$ cat src/rtl/proc_pkg.sv
// Shared definitions for the quad-core memory-side controllers.
// Holds the core/address/data sizes and the arbiter FSM state encoding.
package proc_pkg;

    localparam int NUM_CORES = 4;
    localparam int ADDR_W    = 16;
    localparam int DATA_W    = 16;

    typedef enum logic [1:0] {
        IDLE  = 2'b00,
        ISSUE = 2'b01,
        WAIT  = 2'b10,
        RESP  = 2'b11
    } state_e;

endpackage

$ cat src/rtl/rr_arbiter4.sv
// Four-way round-robin grant picker, purely combinational.
// Ports: req_i (4 requests), last_i (last granted id),
//        gnt_id_o (winning id), gnt_valid_o (any request present).
module rr_arbiter4 (
    input  logic [3:0] req_i,
    input  logic [1:0] last_i,
    output logic [1:0] gnt_id_o,
    output logic       gnt_valid_o
);

    logic [1:0] cand;

    // Walk from the farthest candidate (last itself) to the nearest
    // (last+1) so the closest set bit after last overwrites the rest.
    always_comb begin
        gnt_id_o    = 2'd0;
        gnt_valid_o = |req_i;
        cand        = 2'd0;
        for (int i = 4; i >= 1; i--) begin
            cand = last_i + 2'(i);
            if (req_i[cand]) begin
                gnt_id_o = cand;
            end
        end
    end

endmodule

$ cat src/rtl/im_fetch_arbiter.sv
// Round-robin, latency-aware sharer of the single-port instruction RAM.
// Ports: clk, reset (sync, active-high); core_en/req/req_addr from cores;
//        ins_addr/ins_read/ins_data to the RAM; resp_valid/resp_data back
//        to the cores; grant_id (core being served), busy (not IDLE).
module im_fetch_arbiter #(
    parameter int NUM_CORES = proc_pkg::NUM_CORES,
    parameter int ADDR_W    = proc_pkg::ADDR_W,
    parameter int DATA_W    = proc_pkg::DATA_W,
    parameter int MEM_LAT   = 1
) (
    input  logic                          clk,
    input  logic                          reset,
    input  logic [NUM_CORES-1:0]          core_en,
    input  logic [NUM_CORES-1:0]          req,
    input  logic [NUM_CORES*ADDR_W-1:0]   req_addr,
    output logic [ADDR_W-1:0]             ins_addr,
    output logic                          ins_read,
    input  logic [DATA_W-1:0]             ins_data,
    output logic [NUM_CORES-1:0]          resp_valid,
    output logic [DATA_W-1:0]             resp_data,
    output logic [1:0]                    grant_id,
    output logic                          busy
);

    import proc_pkg::*;

    localparam int CNT_W = $clog2(MEM_LAT + 1);

    state_e             state_q, state_d;
    logic [1:0]         last_q, last_d;
    logic [1:0]         id_q, id_d;
    logic [ADDR_W-1:0]  addr_q, addr_d;
    logic [DATA_W-1:0]  rdata_q, rdata_d;
    logic [CNT_W-1:0]   cnt_q, cnt_d;

    logic [NUM_CORES-1:0] elig;
    logic [1:0]           gnt_id;
    logic                 gnt_valid;

    assign elig = req & core_en;

    rr_arbiter4 u_rr (
        .req_i       (elig),
        .last_i      (last_q),
        .gnt_id_o    (gnt_id),
        .gnt_valid_o (gnt_valid)
    );

    // State and datapath registers.
    always_ff @(posedge clk) begin
        if (reset) begin
            state_q <= IDLE;
            last_q  <= 2'd3;
            id_q    <= 2'd0;
            addr_q  <= '0;
            rdata_q <= '0;
            cnt_q   <= '0;
        end else begin
            state_q <= state_d;
            last_q  <= last_d;
            id_q    <= id_d;
            addr_q  <= addr_d;
            rdata_q <= rdata_d;
            cnt_q   <= cnt_d;
        end
    end

    // Next-state logic.
    always_comb begin
        state_d = state_q;
        unique case (state_q)
            IDLE:  if (gnt_valid) state_d = ISSUE;
            ISSUE: state_d = WAIT;
            WAIT:  if (cnt_q == '0) state_d = RESP;
            RESP:  state_d = IDLE;
        endcase
    end

    // Datapath next values: latch on grant, count down, capture data.
    always_comb begin
        last_d  = last_q;
        id_d    = id_q;
        addr_d  = addr_q;
        rdata_d = rdata_q;
        cnt_d   = cnt_q;
        unique case (state_q)
            IDLE: begin
                if (gnt_valid) begin
                    last_d = gnt_id;
                    id_d   = gnt_id;
                    addr_d = req_addr[int'(gnt_id)*ADDR_W +: ADDR_W];
                end
            end
            ISSUE: cnt_d = CNT_W'(MEM_LAT - 1);
            WAIT: begin
                if (cnt_q != '0) begin
                    cnt_d = cnt_q - CNT_W'(1);
                end else begin
                    rdata_d = ins_data;
                end
            end
            RESP: ;
        endcase
    end

    // Outputs.
    always_comb begin
        resp_valid = '0;
        ins_read   = (state_q == ISSUE) || (state_q == WAIT);
        busy       = (state_q != IDLE);
        // A core disabled while its fetch was in flight gets no pulse.
        if (state_q == RESP) begin
            resp_valid[id_q] = core_en[id_q];
        end
    end

    assign ins_addr  = addr_q;
    assign resp_data = rdata_q;
    assign grant_id  = id_q;

endmodule

$ cat config.mk
export PLATFORM = sky130hd
export DESIGN_NAME = im_fetch_arbiter
export DESIGN_NICKNAME = d
export VERILOG_FILES = /design/src/rtl/proc_pkg.sv /design/src/rtl/rr_arbiter4.sv /design/src/rtl/im_fetch_arbiter.sv
export SDC_FILE = /design/constraint.sdc
export NUM_CORES = 1
export LEC_CHECK = 0
export CORE_MARGIN = 2
export CORE_UTILIZATION = 30
export DETAILED_ROUTE_END_ITERATION = 16
export DONT_BUFFER_PORTS = 1
export GPL_ROUTABILITY_DRIVEN = 0
export HOLD_SLACK_MARGIN = 0.06
export SLEW_MARGIN = 0
export SYNTH_ARGS = -nofsm -noshare
export SYNTH_HDL_FRONTEND = slang
export SYNTH_SLANG_ARGS = --single-unit
$ cat constraint.sdc
create_clock -name clk -period 3.1 [get_ports clk]
set_input_delay 0.62 -clock clk [delete_from_list [all_inputs] [get_ports clk]]
set_output_delay 0.62 -clock clk [all_outputs]
set_load 0.03 [all_outputs]
==> metrics.cfg, run 1 <==
[logic_synthesis]
post_synth_instance_area_um2 = 2060
synth_enable_flop_cells = 0
synth_top_cell_by_area = sky130_fd_sc_hd__dfxtp_1
ys.flop_type = sky130_fd_sc_hd__dfxtp_1
synth_largest_type_area_fraction_pct = 36.9
postSynthCellCount = 201
async_reset_ff_share_pct = 0
yosysWarnings = 0
ys_ff_latch = 38
ys_seq_area_share_pct = 36.9
synth.lib_cells_used.distinct = 37
post_synth_most_frequent_cells = sky130_fd_sc_hd__dfxtp_1, sky130_fd_sc_hd__nor2_1, sky130_fd_sc_hd__mux2i_1
mappedNetlistNets = 294
syn_area_per_cell_um2 = 10.3
synth_most_common_cell = sky130_fd_sc_hd__dfxtp_1
netlist_top_cells_area = sky130_fd_sc_hd__dfxtp_1, sky130_fd_sc_hd__mux2i_1, sky130_fd_sc_hd__mux2_4, sky130_fd_sc_hd__a221o_1, sky130_fd_sc_hd__nor2_1

[clocking]
clock-root-buffer = sky130_fd_sc_hd__clkbuf_8
clkLatencyLatePin_ps = 280
postCtsHoldBufs = 0
htree_levels = 2
cts_tree = done
cts_resized = 0
numCtsBuffers = 5
postCtsSetupRepairBufs = 0
clock_sink_count = 38
number_of_buffers_on_the_longest_clock_path = 2
path_clk_slew_ps = 70

[critical_path]
startpoint_type = register
critPathCaptureType = register
critical-path-max-stage-delay_ps = 840
worstRegToRegCells = 4
cp_num_buf_inv = 0
worst-path-max-fanout = 34
cp.required_ps = 3280
worst_r2r_endpoint = ins_addr[2]
path_cells = and4b_1, o32a_2, mux2_2, a221o_1
timing.reg2reg.setup_slack_ps = 640
critical-path-top-delay-family = compound AO/OA/AOI/OAI gates
crit_arrival_ps = 2640
criticalPathCategory = register to register
worst_r2r_startpoint = last_q[1]
cpMaxStageDelayCell = sky130_fd_sc_hd__o32a_2

[drt]
route.antenna.remaining_nets = 0
detail_route.iter0.violations = 39
routed_via_density = 5.52
routed_wl_mm = 4.56
via_count = 1529
drt_pass1_iterations = 4
routedWlPerCell_um = 16.5
residual_drc = 0

[sta]
max_slew.worst_pin.slew_ps = 995
setup_slack_ps = 637
maxClockFrequency_mhz = 406
finalMaxSlewViolations = 0
fin_setup_tns_ps = 0
setup_viol = 0
slew_headroom_pct = 33.7
layout_worst_path_cycle_share_pct = 79.4
hold_viol_final = 0
rsz_0062_raised_after_global_routing = false
post-route-min-period_ps = 2460
finClkSkew_ps = 4.22

[pwr]
power.total_mw = 1.90
cellPowerDensity_nw_per_um2 = 870
largest_vdd_supply_drop_mv = 0.238
total_leakage_power_nw = 0.861

[floorplanning]
start_util_pct = 30.7
top_level_ports = 130
num_rows = 30
total_die_area_um2 = 7550
placeableCoreArea_um2 = 6720
dieHeight_um = 86.9
chipWidth_um = 86.9

[placed_design]
place_worst_setup_slack_ps = 543
buffer_ports.inserted = 0
dpl.cell_count = 270
dpl.hpwl_mm = 3.37

[global_routing]
global_route.usage.total_pct = 11.3
grt_pass1_wl_mm = 6.66
initial_antenna_violation_count = 0
largest_net_degree_at_the_start_of_global_routing = 35
grt_pass1_vias = 1357
gr-total-overflow = 0

[hold_path]
worst_hold_check_path_type = primary input to register
worstHoldEndpoint = resp_data[5]
hold-path-cell-count = 1
hp-start = reset

[finish]
design.final.nets = 290
area_growth_syn_to_layout_pct = 6.01
ant_diodes = 0
final_instance_count_excl_fillers = 277
fraction_of_final_layout_cells_sized_beyond_drive_strength_1_pct = 14.7
n_fill_cell = 689

[outcome]
run_status = finished, final reports clean

[run]
cap_viol_max_count = 0

==> layout by cell type (no fill, tap or decap), drive strengths merged, types with 4 or more instances in the layout <==
cell,count
mux2,16
buf,4
nand2,4
clkbuf,5
nor2,37
a221o,17
mux2i,34
dfxtp,38
==> metal layers <==
layer | GRT usage (%) | up-vias | routed length (um)
li1 | - | 739 | -
met1 | 12.3 | 687 | 1760
met2 | 19.6 | 95 | 2220
met3 | 4.83 | 8 | 507
met4 | 4.26 | 0 | 74
met5 | 0 | - | 0
==> kinds of logic (layout without fill, tap and decap cells) <==
logic type,count (synthesis),after routing,synth area share (%)
AO/OA/AOI/OAI,35,35,15.5
adder cells (fa/ha/maj),3,3,1.82
buffers and inverters,18,14,4.74
flip-flops,38,38,36.9
multiplexers,50,50,27.4
AND/OR/NAND/NOR,57,57,13.5
==> how the worst max path moves through the flow <==
stage / slack [ps] / depth (start not counted) / end / startpoint
5_1_grt: 490 / 4 / ins_addr[15] / last_q[1]
3_5_place_dp: 540 / 4 / ins_addr[15] / core_en[3]
6_report: 640 / 4 / ins_addr[2] / last_q[1]
4_1_cts: 620 / 4 / ins_addr[2] / last_q[1]
3_3_place_gp: 570 / 4 / ins_addr[15] / core_en[3]
2_1_floorplan: 870 / 1 / resp_valid[0] / core_en[0]
==> registers in the layout (all words and copies together), names as in the netlist <==
signal / cells
ins_addr: 16
resp_data: 16
grant_id: 2
last_q: 2
state_q: 2
==> through the flow <==
stage	instance area (um2)	util, %	hold slack, ps
final	2180	32.5	394
after global routing	2180	32.5	371
after CTS	2180	32.5	379
after detailed placement	2110	31.3	543
after global placement	2110	31.3	527
after floorplan	2060	-	506
==> area by class of cell <==
| class | instances | area, um2 | area share, % |
|---|---|---|---|
| inverter | 3 | 11.3 | 0.515 |
| tap | 80 | 100 | 4.58 |
| clock buffer | 5 | 68.8 | 3.15 |
| timing repair buffer | 4 | 30.0 | 1.37 |
| sequential | 38 | 761 | 34.8 |
| clock inverter | 2 | 10.0 | 0.458 |
| multi-input combinational | 145 | 1200 | 55.1 |
==> report_power, final <==
group	internal (mW)	switching, mW
Sequential	0.636	0.375
Combinational	0.277	0.290
Clock	0.151	0.171
Power figures use the tool's default switching activity.
==> run 2, diff against run 1 <==
clock period = 2.4 ns   (was 3.1 ns; I/O delays follow)
==> metrics.cfg, run 2 (synthesis gave the netlist of run 1 again) <==
[outcome]
run_status = finished, final reports clean

[drt]
routedWlPerCell_um = 17.2
drt_pass1_iterations = 4
via_count = 1576
detail_route.iter0.violations = 26
route.antenna.remaining_nets = 0
routed_via_density = 5.59
residual_drc = 0
routed_wl_mm = 4.84

[sta]
maxClockFrequency_mhz = 484
layout_worst_path_cycle_share_pct = 86.1
max_slew.worst_pin.slew_ps = 476
rsz_0062_raised_after_global_routing = false
slew_headroom_pct = 68.2
setup_viol = 0
finalHoldWorstSlack_ps = 260
post-route-min-period_ps = 2070
setup_slack_ps = 335
hold_viol_final = 0
finClkSkew_ps = 3.95
finalMaxSlewViolations = 0
fin_setup_tns_ps = 0

[clocking]
cts_tree = done
postCtsHoldBufs = 0
htree_levels = 2
path_clk_slew_ps = 70
postCtsSetupRepairBufs = 0
clock_sink_count = 38
cts_resized = 0
clkLatencyLatePin_ps = 280
numCtsBuffers = 5
number_of_buffers_on_the_longest_clock_path = 2
clock-root-buffer = sky130_fd_sc_hd__clkbuf_8

[placed_design]
place_worst_setup_slack_ps = 356
dpl.hpwl_mm = 3.54
dpl.cell_count = 275
buffer_ports.inserted = 0

[floorplanning]
top_level_ports = 130
start_util_pct = 30.7
chipWidth_um = 86.9
num_rows = 30
dieHeight_um = 86.9
placeableCoreArea_um2 = 6720
total_die_area_um2 = 7550

[global_routing]
grt_pass1_vias = 1398
grt_pass1_wl_mm = 6.98
gr-total-overflow = 0
global_route.usage.total_pct = 11.9
largest_net_degree_at_the_start_of_global_routing = 35
initial_antenna_violation_count = 0

[run]
cap_viol_max_count = 0

[critical_path]
worst-path-max-fanout = 34
critical-path-max-stage-delay_ps = 480
critPathCaptureType = register
startpoint_type = register
criticalPathCategory = register to register
cpMaxStageDelayCell = sky130_fd_sc_hd__dfxtp_1
path_cells = and4b_1, o32a_2, buf_12, mux2_4, a221o_1
cp.required_ps = 2570
crit_arrival_ps = 2240

[finish]
ant_diodes = 0
most-common-layout-cells = sky130_fd_sc_hd__dfxtp_1, sky130_fd_sc_hd__nor2_1, sky130_fd_sc_hd__mux2i_1, sky130_fd_sc_hd__a221o_1, sky130_fd_sc_hd__mux2_4
final_common_cell = sky130_fd_sc_hd__dfxtp_1
final_instance_count_excl_fillers = 282
design.final.nets = 295
fraction_of_final_layout_cells_sized_beyond_drive_strength_1_pct = 16.8
area_growth_syn_to_layout_pct = 10.1
n_fill_cell = 699

[pwr]
largest_vdd_supply_drop_mv = 0.352
power.total_mw = 2.63
switchingPower_mw = 1.09
comb_power_share_pct = 29.2
cellPowerDensity_nw_per_um2 = 1160
switching_share_pct = 41.6
total_leakage_power_nw = 0.903
p_int_mw = 1.54
power.share.sequential_pct = 49.7
share_of_power_burned_in_the_clock_network_pct = 21.1

[hold_path]
worst_hold_check_path_type = primary input to register

[run 2: cell count changes in the layout (fill, tap and decap cells not counted), sizes merged]
| cell | change |
|---|---|
| buf | +5 |
| clkinv | -2 |
| bufinv | +1 |
| clkbuf | +1 |
[run 2: power groups by stage]
| stage | logic (mW) | registers [mW] | clock network, mW |
|---|---|---|---|
| after detailed placement | 0.785 | 1.32 | 0 |
| after global routing | 0.851 | 1.33 | 0.608 |
| final | 0.768 | 1.31 | 0.556 |
| after CTS | 0.784 | 1.31 | 0.582 |
| after global placement | 0.767 | 1.32 | 0 |
| after floorplan | 0.691 | 1.25 | 0 |
[run 2: final cells by class]
cell class / instances / area (um2) / share of cell area [%]
Clock buffer: 6 / 82.6 / 3.64
Multi-Input combinational cell: 145 / 1200 / 53.1
Sequential cell: 38 / 761 / 33.5
Timing Repair Buffer: 9 / 80.1 / 3.53
Clock inverter: 1 / 30.0 / 1.32
Inverter: 3 / 11.3 / 0.496
Tap cell: 80 / 100 / 4.41
[run 2: final timing paths]
path | start | end | slack (ps) | depth (start not counted)
max | last_q[0] | ins_addr[3] | 330 | 5
min | reset | resp_data[3] | 260 | 1
max reg2reg | last_q[0] | ins_addr[3] | 330 | 5
min reg2reg | state_q[0] | state_q[0] | 550 | 2
[run 2: worst max-delay path: cells and delay by family, from the launching register on]
| kind | cells | cell delay [ps] |
|---|---|---|
| buffers and inverters | 1 | 190 |
| muxes | 1 | 320 |
| DFF | 1 | 480 |
| and+or+nand+nor | 1 | 250 |
| AOI/OAI and AO/OA | 2 | 690 |
[run 2: stage by stage]
step	util [%]	cell area, um2
floorplan	-	2060
global placement	32.1	2160
detailed placement	32.1	2160
CTS	33.8	2270
global route	33.8	2270
finish	33.8	2270
[run 2: routing by layer]
layer | vias up | track usage, % | part of all wire (%) | routed length [um]
met2 | 85 | 20.4 | 50 | 2410
met5 | - | 0 | 0 | 0
met3 | 2 | 4.08 | 8.7 | 421
met4 | 0 | 3.84 | 0.48 | 23
li1 | 752 | - | - | -
met1 | 737 | 13.9 | 41 | 1990
